<file path="config.mk">
export PLATFORM = sky130hd
export DESIGN_NAME = easyaxi_rd_arb
export DESIGN_NICKNAME = d
export VERILOG_FILES = /design/src/rtl/easyaxi_rd_arb.sv
export SDC_FILE = /design/constraint.sdc
export NUM_CORES = 1
export LEC_CHECK = 0
export BUFFER_PORTS_ARGS = -buffer_cell sky130_fd_sc_hd__buf_2
export CELL_PAD_IN_SITES_DETAIL_PLACEMENT = 1
export CELL_PAD_IN_SITES_GLOBAL_PLACEMENT = 2
export CORE_ASPECT_RATIO = 0.5
export CORE_MARGIN = 3
export CORE_UTILIZATION = 12
export DETAILED_ROUTE_END_ITERATION = 6
export PLACE_DENSITY_LB_ADDON = 0.1
export SLEW_MARGIN = 15
export SYNTH_ARGS = -nofsm -noshare
export SYNTH_HDL_FRONTEND = slang
export SYNTH_SLANG_ARGS = --single-unit
export TNS_END_PERCENT = 1
</file>
<file path="constraint.sdc">
create_clock -name clk -period 2.74 [get_ports clk]
set_input_delay 0.548 -clock clk [delete_from_list [all_inputs] [get_ports clk]]
set_output_delay 0.548 -clock clk [all_outputs]
set_load 0.01 [all_outputs]
</file>
<file path="src/rtl/easyaxi_rd_arb.sv">
// Two-master AXI read arbiter: round-robin locked AR grant (master index prepended to ARID), R routed by RID MSB.
// Latency: AR one cycle from arvalid to s_arvalid (max 1 AR per 2 cycles); R combinational, zero latency.
// Backpressure: s_arready reaches only the granted master; s_rready follows the routed master. Macro EASYAXI_RD_ARB_OST_LIMIT_EN gates eligibility on outstanding count.
`ifndef AXI_ID_W
`define AXI_ID_W 4
`endif
`ifndef AXI_ADDR_W
`define AXI_ADDR_W 32
`endif
`ifndef AXI_LEN_W
`define AXI_LEN_W 8
`endif
`ifndef AXI_SIZE_W
`define AXI_SIZE_W 3
`endif
`ifndef AXI_BURST_W
`define AXI_BURST_W 2
`endif
`ifndef AXI_DATA_W
`define AXI_DATA_W 64
`endif
`ifndef AXI_RESP_W
`define AXI_RESP_W 2
`endif

module easyaxi_rd_arb #(
    parameter int OST_MAX = 8
) (
    input  logic                      clk,
    input  logic                      rst_n,
    input  logic                      m0_arvalid,
    output logic                      m0_arready,
    input  logic [`AXI_ID_W-1:0]      m0_arid,
    input  logic [`AXI_ADDR_W-1:0]    m0_araddr,
    input  logic [`AXI_LEN_W-1:0]     m0_arlen,
    input  logic [`AXI_SIZE_W-1:0]    m0_arsize,
    input  logic [`AXI_BURST_W-1:0]   m0_arburst,
    input  logic                      m1_arvalid,
    output logic                      m1_arready,
    input  logic [`AXI_ID_W-1:0]      m1_arid,
    input  logic [`AXI_ADDR_W-1:0]    m1_araddr,
    input  logic [`AXI_LEN_W-1:0]     m1_arlen,
    input  logic [`AXI_SIZE_W-1:0]    m1_arsize,
    input  logic [`AXI_BURST_W-1:0]   m1_arburst,
    output logic                      m0_rvalid,
    input  logic                      m0_rready,
    output logic [`AXI_ID_W-1:0]      m0_rid,
    output logic [`AXI_DATA_W-1:0]    m0_rdata,
    output logic [`AXI_RESP_W-1:0]    m0_rresp,
    output logic                      m0_rlast,
    output logic                      m1_rvalid,
    input  logic                      m1_rready,
    output logic [`AXI_ID_W-1:0]      m1_rid,
    output logic [`AXI_DATA_W-1:0]    m1_rdata,
    output logic [`AXI_RESP_W-1:0]    m1_rresp,
    output logic                      m1_rlast,
    output logic                      s_arvalid,
    input  logic                      s_arready,
    output logic [`AXI_ID_W:0]        s_arid,
    output logic [`AXI_ADDR_W-1:0]    s_araddr,
    output logic [`AXI_LEN_W-1:0]     s_arlen,
    output logic [`AXI_SIZE_W-1:0]    s_arsize,
    output logic [`AXI_BURST_W-1:0]   s_arburst,
    input  logic                      s_rvalid,
    output logic                      s_rready,
    input  logic [`AXI_ID_W:0]        s_rid,
    input  logic [`AXI_DATA_W-1:0]   s_rdata,
    input  logic [`AXI_RESP_W-1:0]    s_rresp,
    input  logic                      s_rlast,
    output logic                      idle
);
    localparam int OST_CNT_W = $clog2(OST_MAX + 1);
    localparam logic [OST_CNT_W-1:0] OST_FULL = OST_CNT_W'(OST_MAX);
    localparam logic ARB_IDLE = 1'b0;
    localparam logic ARB_GNT  = 1'b1;

    logic                 state_r;
    logic                 gnt_idx_r;
    logic                 prio_r;
    logic [OST_CNT_W-1:0] ost0_r;
    logic [OST_CNT_W-1:0] ost1_r;
    logic                 elig0;
    logic                 elig1;
    logic                 pick;
    logic                 ar_hs;
    logic                 r_sel;
    logic                 r_last_hs;

`ifdef EASYAXI_RD_ARB_OST_LIMIT_EN
    assign elig0 = m0_arvalid & (ost0_r != OST_FULL);
    assign elig1 = m1_arvalid & (ost1_r != OST_FULL);
`else
    assign elig0 = m0_arvalid;
    assign elig1 = m1_arvalid;
`endif

    assign pick  = (elig0 & elig1) ? prio_r : elig1;
    assign ar_hs = s_arvalid & s_arready;

    always_ff @(posedge clk or negedge rst_n) begin
        if (!rst_n) begin
            state_r   <= ARB_IDLE;
            gnt_idx_r <= 1'b0;
            prio_r    <= 1'b0;
        end else if (state_r == ARB_IDLE) begin
            if (elig0 | elig1) begin
                state_r   <= ARB_GNT;
                gnt_idx_r <= pick;
            end
        end else if (ar_hs) begin
            state_r <= ARB_IDLE;
            prio_r  <= ~gnt_idx_r;
        end
    end

    // Payload is not registered: the granted master holds it stable until arready.
    assign s_arvalid  = (state_r == ARB_GNT);
    assign s_arid     = {gnt_idx_r, gnt_idx_r ? m1_arid : m0_arid};
    assign s_araddr   = gnt_idx_r ? m1_araddr  : m0_araddr;
    assign s_arlen    = gnt_idx_r ? m1_arlen   : m0_arlen;
    assign s_arsize   = gnt_idx_r ? m1_arsize  : m0_arsize;
    assign s_arburst  = gnt_idx_r ? m1_arburst : m0_arburst;
    assign m0_arready = s_arvalid & ~gnt_idx_r & s_arready;
    assign m1_arready = s_arvalid &  gnt_idx_r & s_arready;

    assign r_sel     = s_rid[`AXI_ID_W];
    assign m0_rvalid = s_rvalid & ~r_sel;
    assign m1_rvalid = s_rvalid &  r_sel;
    assign s_rready  = r_sel ? m1_rready : m0_rready;
    assign m0_rid    = s_rid[`AXI_ID_W-1:0];
    assign m1_rid    = s_rid[`AXI_ID_W-1:0];
    assign m0_rdata  = s_rdata;
    assign m1_rdata  = s_rdata;
    assign m0_rresp  = s_rresp;
    assign m1_rresp  = s_rresp;
    assign m0_rlast  = s_rlast;
    assign m1_rlast  = s_rlast;
    assign r_last_hs = s_rvalid & s_rready & s_rlast;

    // Saturating in both directions; a decrement at zero is a protocol error and is dropped.
    function automatic logic [OST_CNT_W-1:0] ost_next(input logic [OST_CNT_W-1:0] cnt,
                                                      input logic inc, input logic dec);
        logic [OST_CNT_W-1:0] nxt;
        nxt = cnt;
        if (inc && !dec && cnt != OST_FULL)
            nxt = cnt + 1'b1;
        else if (dec && !inc && cnt != '0)
            nxt = cnt - 1'b1;
        return nxt;
    endfunction

    always_ff @(posedge clk or negedge rst_n) begin
        if (!rst_n) begin
            ost0_r <= '0;
            ost1_r <= '0;
        end else begin
            ost0_r <= ost_next(ost0_r, ar_hs & ~gnt_idx_r, r_last_hs & ~r_sel);
            ost1_r <= ost_next(ost1_r, ar_hs &  gnt_idx_r, r_last_hs &  r_sel);
        end
    end

    assign idle = (state_r == ARB_IDLE) & ~m0_arvalid & ~m1_arvalid &
                  (ost0_r == '0) & (ost1_r == '0);

endmodule
</file>
* Yosys cells after proc, flatten, opt, wreduce, memory -nomap -nowiden
Index checks and enable logic that the tools add are counted.
Storage, ports and cells: RAM bits 0, register bits after elaboration 11, bits in read-only memories 0, latch bits 0, input bits 178, output and inout bits 199, word-level logic and storage cells 69, memories 0
Cells by class: multiplexer cells 14, order comparisons 0, $mul 0, shift-type cells 0, div/mod/pow operators 0, bitwise logic cells 24, reductions and logical operators 20, equal/unequal tests 2, add/sub/neg operators 4
Operators by type and width (number):
- 2-to-1 mux 32 bit | 1
- 2-to-1 mux 4 bit | 5
- bitwise AND 1 bit | 18
- adder 4 x 1 -> 4 bit, second input constant | 2
- logical AND 1 bit | 8
- zero test 4 bit | 2
- 2-to-1 mux 8 bit | 1
- inequality test 4 bit, second input constant | 2
- nonzero test 4 bit | 2
- subtractor 4 x 1 -> 4 bit, second input constant | 2
- 2-to-1 mux 1 bit | 5
- inverter 1 bit | 5
- zero test 1 bit | 4
- AND reduction 2 bit | 2
- nonzero test 2 bit | 2
- 2-to-1 mux 3 bit | 1
- 2-to-1 mux 2 bit | 1
- bitwise OR 1 bit | 1

* Depth between registers and ports, before layout
Gate-level depths: netlist (run 1).
depth after elaboration 8, mapped depth 10, depth with buffers taken out 8

* Worst setup path before layout (run 1)
Ideal clock, no wire load.
path kind flip-flop to flip-flop, start register gnt_idx_r, end register ost0_r[3], path buffers 2, period minus slack after synthesis 2369 ps, setup time 120 ps, slack 371 ps, data arrival time 2248 ps, cell stages (with the launch flop) 11, path through dfrtp_1 buf_2 and3b_1 buf_6 and2_4 nand2_1 ha_1 a21o_1 a21oi_1 mux2_2 o211a_1
Between the ends: longest elaborated chain between the ends 6, elaborated cells on any way between the ends 9, those cells by class mux (1); bitwise (2); reduce/logical (6)
Ends and longest elaborated chain:
- start, declared | line 78 | logic gnt_idx_r;
- start signal, assigned | line 108 | gnt_idx_r <= pick;
- inverter 1 bit (*) | line 157 | ost0_r <= ost_next(ost0_r, ar_hs & ~gnt_idx_r, r_last_hs & ~r_sel);
- bitwise AND 1 bit (*) | line 157
- zero test 1 bit | line 147 | else if (dec && !inc && cnt != '0)
- logical AND 1 bit (2 in a row) | line 147
- nonzero test 2 bit (no source line)
- end signal, assigned | line 157
- end, declared | line 80 | logic [OST_CNT_W-1:0] ost0_r;
Every way passes the cells marked *; elsewhere a longest branch is shown, timed or not. A chain may end at the register's enable or synchronous reset.

* Worst setup path in the final report (run 1)
start register gnt_idx_r, end output port s_arlen[7]
Between the ends: longest elaborated chain between the ends 1
Ends and longest elaborated chain:
- 2-to-1 mux 8 bit | line 120 | assign s_arlen = gnt_idx_r ? m1_arlen : m0_arlen;
- end, declared | line 61 | output logic [`AXI_LEN_W-1:0] s_arlen,
Every way passes these cells.

==> qor.yml, run 1 <==
outcome: "finished clean"
ir_worst_vdd_uv: 243
grt_pass1_vias: 2116
antenna_found_initial: 0
cts-root-buf: "clkbuf_16"
ctsHoldBuffers: 0
ys_top_cells_by_count: "buf_4, mux2_2, dfrtp_1"
cp-end-kind: "output pin"
drc: 0
skew_ps: 2.01
crit_chain: "buf_4 -> mux2_2 -> buf_2"
start_util_pct: 12.4
pwr-share-comb_pct: 63.2
p_leak_nw: 1.25
drive_above_1_share_pct: 74.6
synth_top_area_share_pct: 43.8
yosysMostFrequentCell: "buf_4"
max_clock_freq_mhz: 436
crit_slowest_cell: "buf_4"
syn_to_final_growth_pct: 7.36
yosysTopAreaCell: "buf_4"
synth_cells: 281
ios: 377
drt_iter0_drc: 68
synth_area_per_cell_um2: 8.71
hp-class: "in2async"
critPathTopFamily: "buffers and inverters"
cp_max_fo: 51
synth_edf_count: 0
switchingPower_mw: 0.646
critPathArrivalTime_ps: 1740
p_int_mw: 0.966
tightest_slew_ps: 655
synthFlopType: "dfrtp_1"
crit_cells: 3
maxCapViolCount: 0
setup_violations: 0
yosysUniqueCellTypes: 32
slew_headroom_pct: 56.3
core_area_um2: 19700
cts_tree: "yes"
synth-seq-area-share_pct: 11.2
wire_per_inst_um: 16.3
grt_start_max_net_pins: 52
fp.dieW_um: 208
dp.cells: 569
cts_buffers: 3
vias_per_cell: 3.20
grt_setup_unrepaired: "no"
grt_pass1_wl_mm: 13.4
finalCriticalPeriod_ps: 2290
die_h_um: 107
switching_share_pct: 40.1
core.rowCount: 36
seqPwrFrac_pct: 19.9
dr.pass1.iters: 3
hold_violations: 0
ys.warnings.count: 0
postRouteWirelength_mm: 9.35
max_stage_delay_ps: 530
clock_latency_ps: 240
overflow: 0
start_kind: "register"
io_buffer_count: 166
ctsResizeCount: 0
r2r.worst_path.cells: 8
p_clk_share_pct: 16.9
setup_tns_ps: 0
synth_area_leaders: "buf_4, mux2_2, dfrtp_1, xnor2_1, ha_1"
grt_use_total_pct: 7.73
place_congestion: 0.796
synthesis.nets: 465
path_class: "reg2out"
path_buf_inv: 2
clock_path_buffers: 2
clk_pin_slew_ps: 40
ys_seq_elements: 11
finalNonFillerCells: 573
timing.final.crit_share_pct: 83.6
slew_violations: 0
async_reset_ff_share_pct: 100
antenna_cells: 0
ant_nets: 0
htree_levels: 1
cts_setup_buffers: 0
syn_area_um2: 2450
final_nets: 492
crit_required_ps: 2190
hpwl_mm: 8.43
power_density_nw_per_um2: 613
numClockSinks: 11
vias: 1835
dieArea_um2: 22300
worst paths after layout:
| path | startpoint | end | slack (ps) |
|---|---|---|---|
| max in group asynchronous | rst_n | gnt_idx_r | 2290 |
| max reg2reg | gnt_idx_r | ost0_r[3] | 520 |
| min reg2reg | prio_r | prio_r | 500 |
| max | gnt_idx_r | s_arlen[7] | 450 |
| min | rst_n | ost1_r[3] | 190 |
| min in group clk | prio_r | prio_r | 500 |
power by group through the flow:
stage	clock network [mW]	logic, mW	registers [mW]
finish	0.273	1.02	0.321
global placement	0	1.04	0.331
CTS	0.285	1.05	0.324
detailed placement	0	1.05	0.325
floorplan	0	0.888	0.302
global route	0.298	1.14	0.338
layout make-up:
type	instances	area [um2]
Clock buffer	4	78.8
Fill cell	2399	17100
Inverter	2	7.51
Multi-Input combinational cell	118	1060
Sequential cell	11	277
Tap cell	266	333
Timing Repair Buffer	172	876
flip-flops by register name (all words and copies together), names as in the netlist:
name / cells
gnt_idx_r: 1
s_arvalid: 1
ost1_r: 4
prio_r: 1
ost0_r: 4
logic make-up after synthesis:
kind of cell	Yosys count	synth area share, %
simple gates	37	8.28
flops	11	11.2
buf+inv	152	45.6
mux	54	24.7
compound gates	13	3.63
fa+ha+maj	6	3.68
xor+xnor	8	2.86
per-stage QoR:
| stage | cell area (um2) | hold slack, ps | setup WS [ps] | power [mW] | util (%) |
|---|---|---|---|---|---|
| 6_report | 2630 | 194 | 448 | 1.61 | 13.3 |
| 4_1_cts | 2630 | 208 | 396 | 1.66 | 13.3 |
| 3_3_place_gp | 2550 | 469 | 243 | 1.37 | 12.9 |
| 2_1_floorplan | 2450 | 252 | 371 | 1.19 | - |
| 5_1_grt | 2630 | 207 | 318 | 1.78 | 13.3 |
| 3_5_place_dp | 2550 | 468 | 219 | 1.37 | 12.9 |
placed cells by master, fill, tap and decap left out, types with 5 or more instances in the layout:
master	instances
buf_2	166
nand2_1	7
buf_4	6
mux2_2	52
nor3_1	5
nor2_1	7
dfrtp_1	10
xnor2_1	8
worst reg2reg max path: cells and delay by family (launching register included):
family,cells,cell delay (ps)
flip-flops,1,400
multiplexers,1,370
AND/OR/NAND/NOR,3,470
AO/OA/AOI/OAI,3,610
adder cells (fa/ha/maj),1,270
layer usage:
layer,wire length (um),vias to the layer above,GRT usage (%)
li1,-,845,-
met1,2810,810,6.83
met2,5100,143,14.9
met3,1150,37,3.92
met4,292,0,3.32
met5,0,-,0
Power figures use the tool's default switching activity.
==> run 2: changes to the inputs <==
Clock period 2.74 ns to 2.25 ns, I/O delays scaled along.
==> qor.yml, run 2 (synthesis results as in run 1) <==
drive_above_1_share_pct: 76.4  # +1.8 points
grt_use_total_pct: 8.52  # +0.79 points
dieArea_um2: 22300  # unchanged
p_int_mw: 1.26  # +31%
hold_violations: 0  # unchanged
drc: 0  # unchanged
pwr-share-comb_pct: 66.9  # +3.7 points
hp-class: "in2async"
htree_levels: 1  # unchanged
core_area_um2: 19700  # unchanged
wire_per_inst_um: 17.5  # +7.0%
maxCapViolCount: 0  # unchanged
path_buf_inv: 0  # -2
most-common-layout-cells: "buf_2, mux2_2, buf_4"
postRouteWirelength_mm: 10.3  # +9.8%
skew_ps: 6.37  # +4.36 ps
p_clk_share_pct: 15.8  # -1.1 points
busiest_layer: "met2"
setup_ws_ps: 134  # -314 ps
place_ws_ps: -43.0  # -262 ps
outcome: "finished clean"
timing.rr.start: "gnt_idx_r"
post_dp_cell_area_um2: 2670  # +4.8%
final_nets: 507  # +3.0%
path_class: "reg2reg"
start_kind: "register"
timing.final.crit_share_pct: 94.0
clock_path_buffers: 2  # unchanged
tightest_slew_ps: 393  # -263 ps
slew_headroom_pct: 73.8  # +18 points
critPathArrivalTime_ps: 2240  # +500 ps
clk_pin_slew_ps: 50  # about the same
cp-end-kind: "register"
grt_pass1_vias: 2254  # +6.5%
cts-root-buf: "clkbuf_16"
switching_share_pct: 39.9  # -0.15 points
power_density_nw_per_um2: 765  # +25%
cts_tree: "yes"
r2r_setup_slack_ps: 130  # -390 ps
vias: 1977  # +7.7%
ctsResizeCount: 0  # unchanged
ios: 377  # unchanged
rr_endpoint: "ost0_r[3]"
setup_violations: 0  # unchanged
slew_violations: 0  # unchanged
grt_pass1_wl_mm: 14.7  # +9.6%
crit_required_ps: 2370  # +180 ps
crit_slowest_cell: "dfrtp_2"
final_common_cell: "buf_2"
antenna_cells: 0  # unchanged
cts_setup_buffers: 0  # unchanged
max_clock_freq_mhz: 473
p_leak_nw: 1.33  # +6.1%
fp.dieW_um: 208  # unchanged
grt_start_max_net_pins: 31  # -40%
r2r.worst_path.cells: 8  # unchanged
ctsHoldBuffers: 0  # unchanged
max_stage_delay_ps: 410  # -120 ps
hpwl_mm: 9.31  # +10%
use_met2_pct: 15.1  # +0.14 points
reg_top3: "ost0_r (4), ost1_r (4)"
drt_iter0_drc: 34  # -50%
start_util_pct: 12.4  # unchanged
dp.cells: 584  # +2.6%
overflow: 0  # unchanged
ant_nets: 0  # unchanged
use_met3_pct: 3.74  # -0.18 points
vias_per_cell: 3.36  # +5.0%
dr.pass1.iters: 3  # unchanged
switchingPower_mw: 0.841  # +30%
grt_setup_unrepaired: "no"
design_area_um2: 2750  # +4.7%
ir_worst_vdd_uv: 235  # -3.1%
seqPwrFrac_pct: 17.2  # -2.7 points
die_h_um: 107  # unchanged
finalCriticalPeriod_ps: 2120
critPathTopFamily: "compound AO/OA/AOI/OAI gates"
core.rowCount: 36  # unchanged
use_met1_pct: 8.62  # +1.8 points
place_congestion: 0.713  # -11%
antenna_found_initial: 0  # unchanged
cts_buffers: 3  # unchanged
crit_chain: "and3b_1 -> and2_4 -> nand2_2 -> ha_1 -> a21o_1 -> a21oi_2 -> mux2_4 -> o211a_1"
cp_max_fo: 4  # -92%
io_buffer_count: 166  # unchanged
clock_latency_ps: 240  # about the same
finalNonFillerCells: 588  # +2.6%
syn_to_final_growth_pct: 12.4
numClockSinks: 11  # unchanged
run 2: how the worst max path moves through the flow:
stage,start,endpoint,cells past startpoint
finish,gnt_idx_r,ost0_r[3],8
global route,ost1_r[1],ost1_r[3],8
floorplan,gnt_idx_r,ost0_r[3],10
detailed placement,s_rid[4],ost0_r[3],9
global placement,s_rid[4],ost0_r[3],9
CTS,s_arvalid,idle,4
run 2: final cells by class:
cell class | instances | area (um2)
inverter | 2 | 7.51
tap | 266 | 333
sequential | 11 | 277
fill | 2408 | 17000
timing repair buffer | 187 | 988
multi-input combinational | 118 | 1070
clock buffer | 4 | 78.8
run 2: per-layer routing:
layer | wire (um) | share of wire, % | vias to the layer above
li1 | - | - | 874
met1 | 3430 | 33 | 894
met2 | 5200 | 51 | 154
met3 | 1150 | 11 | 55
met4 | 504 | 4.9 | 0
met5 | 0 | 0 | -
run 2: through the flow:
stage	total power [mW]	hold WS [ps]	setup TNS [ps]	utilization (%)
floorplan	1.48	154	0	-
global placement	1.82	371	-26.6	13.5
detailed placement	1.81	368	-75.5	13.5
CTS	2.16	105	0	13.9
global route	2.31	113	0	13.9
finish	2.11	90.7	0	13.9
run 2: power groups by stage:
stage / logic [mW] / clock network [mW] / registers (mW)
final: 1.41 / 0.333 / 0.363
after global routing: 1.57 / 0.363 / 0.379
after CTS: 1.45 / 0.350 / 0.365
after detailed placement: 1.44 / 0 / 0.364
after global placement: 1.45 / 0 / 0.369
after floorplan: 1.11 / 0 / 0.369
run 2: worst reg2reg max path, delay by kind of cell, from the launching register on:
family / cells / cell delay [ps]
and+or+nand+nor: 3 / 450
muxes: 1 / 320
DFF: 1 / 410
adders and majority gates: 1 / 270
AOI/OAI and AO/OA: 3 / 550
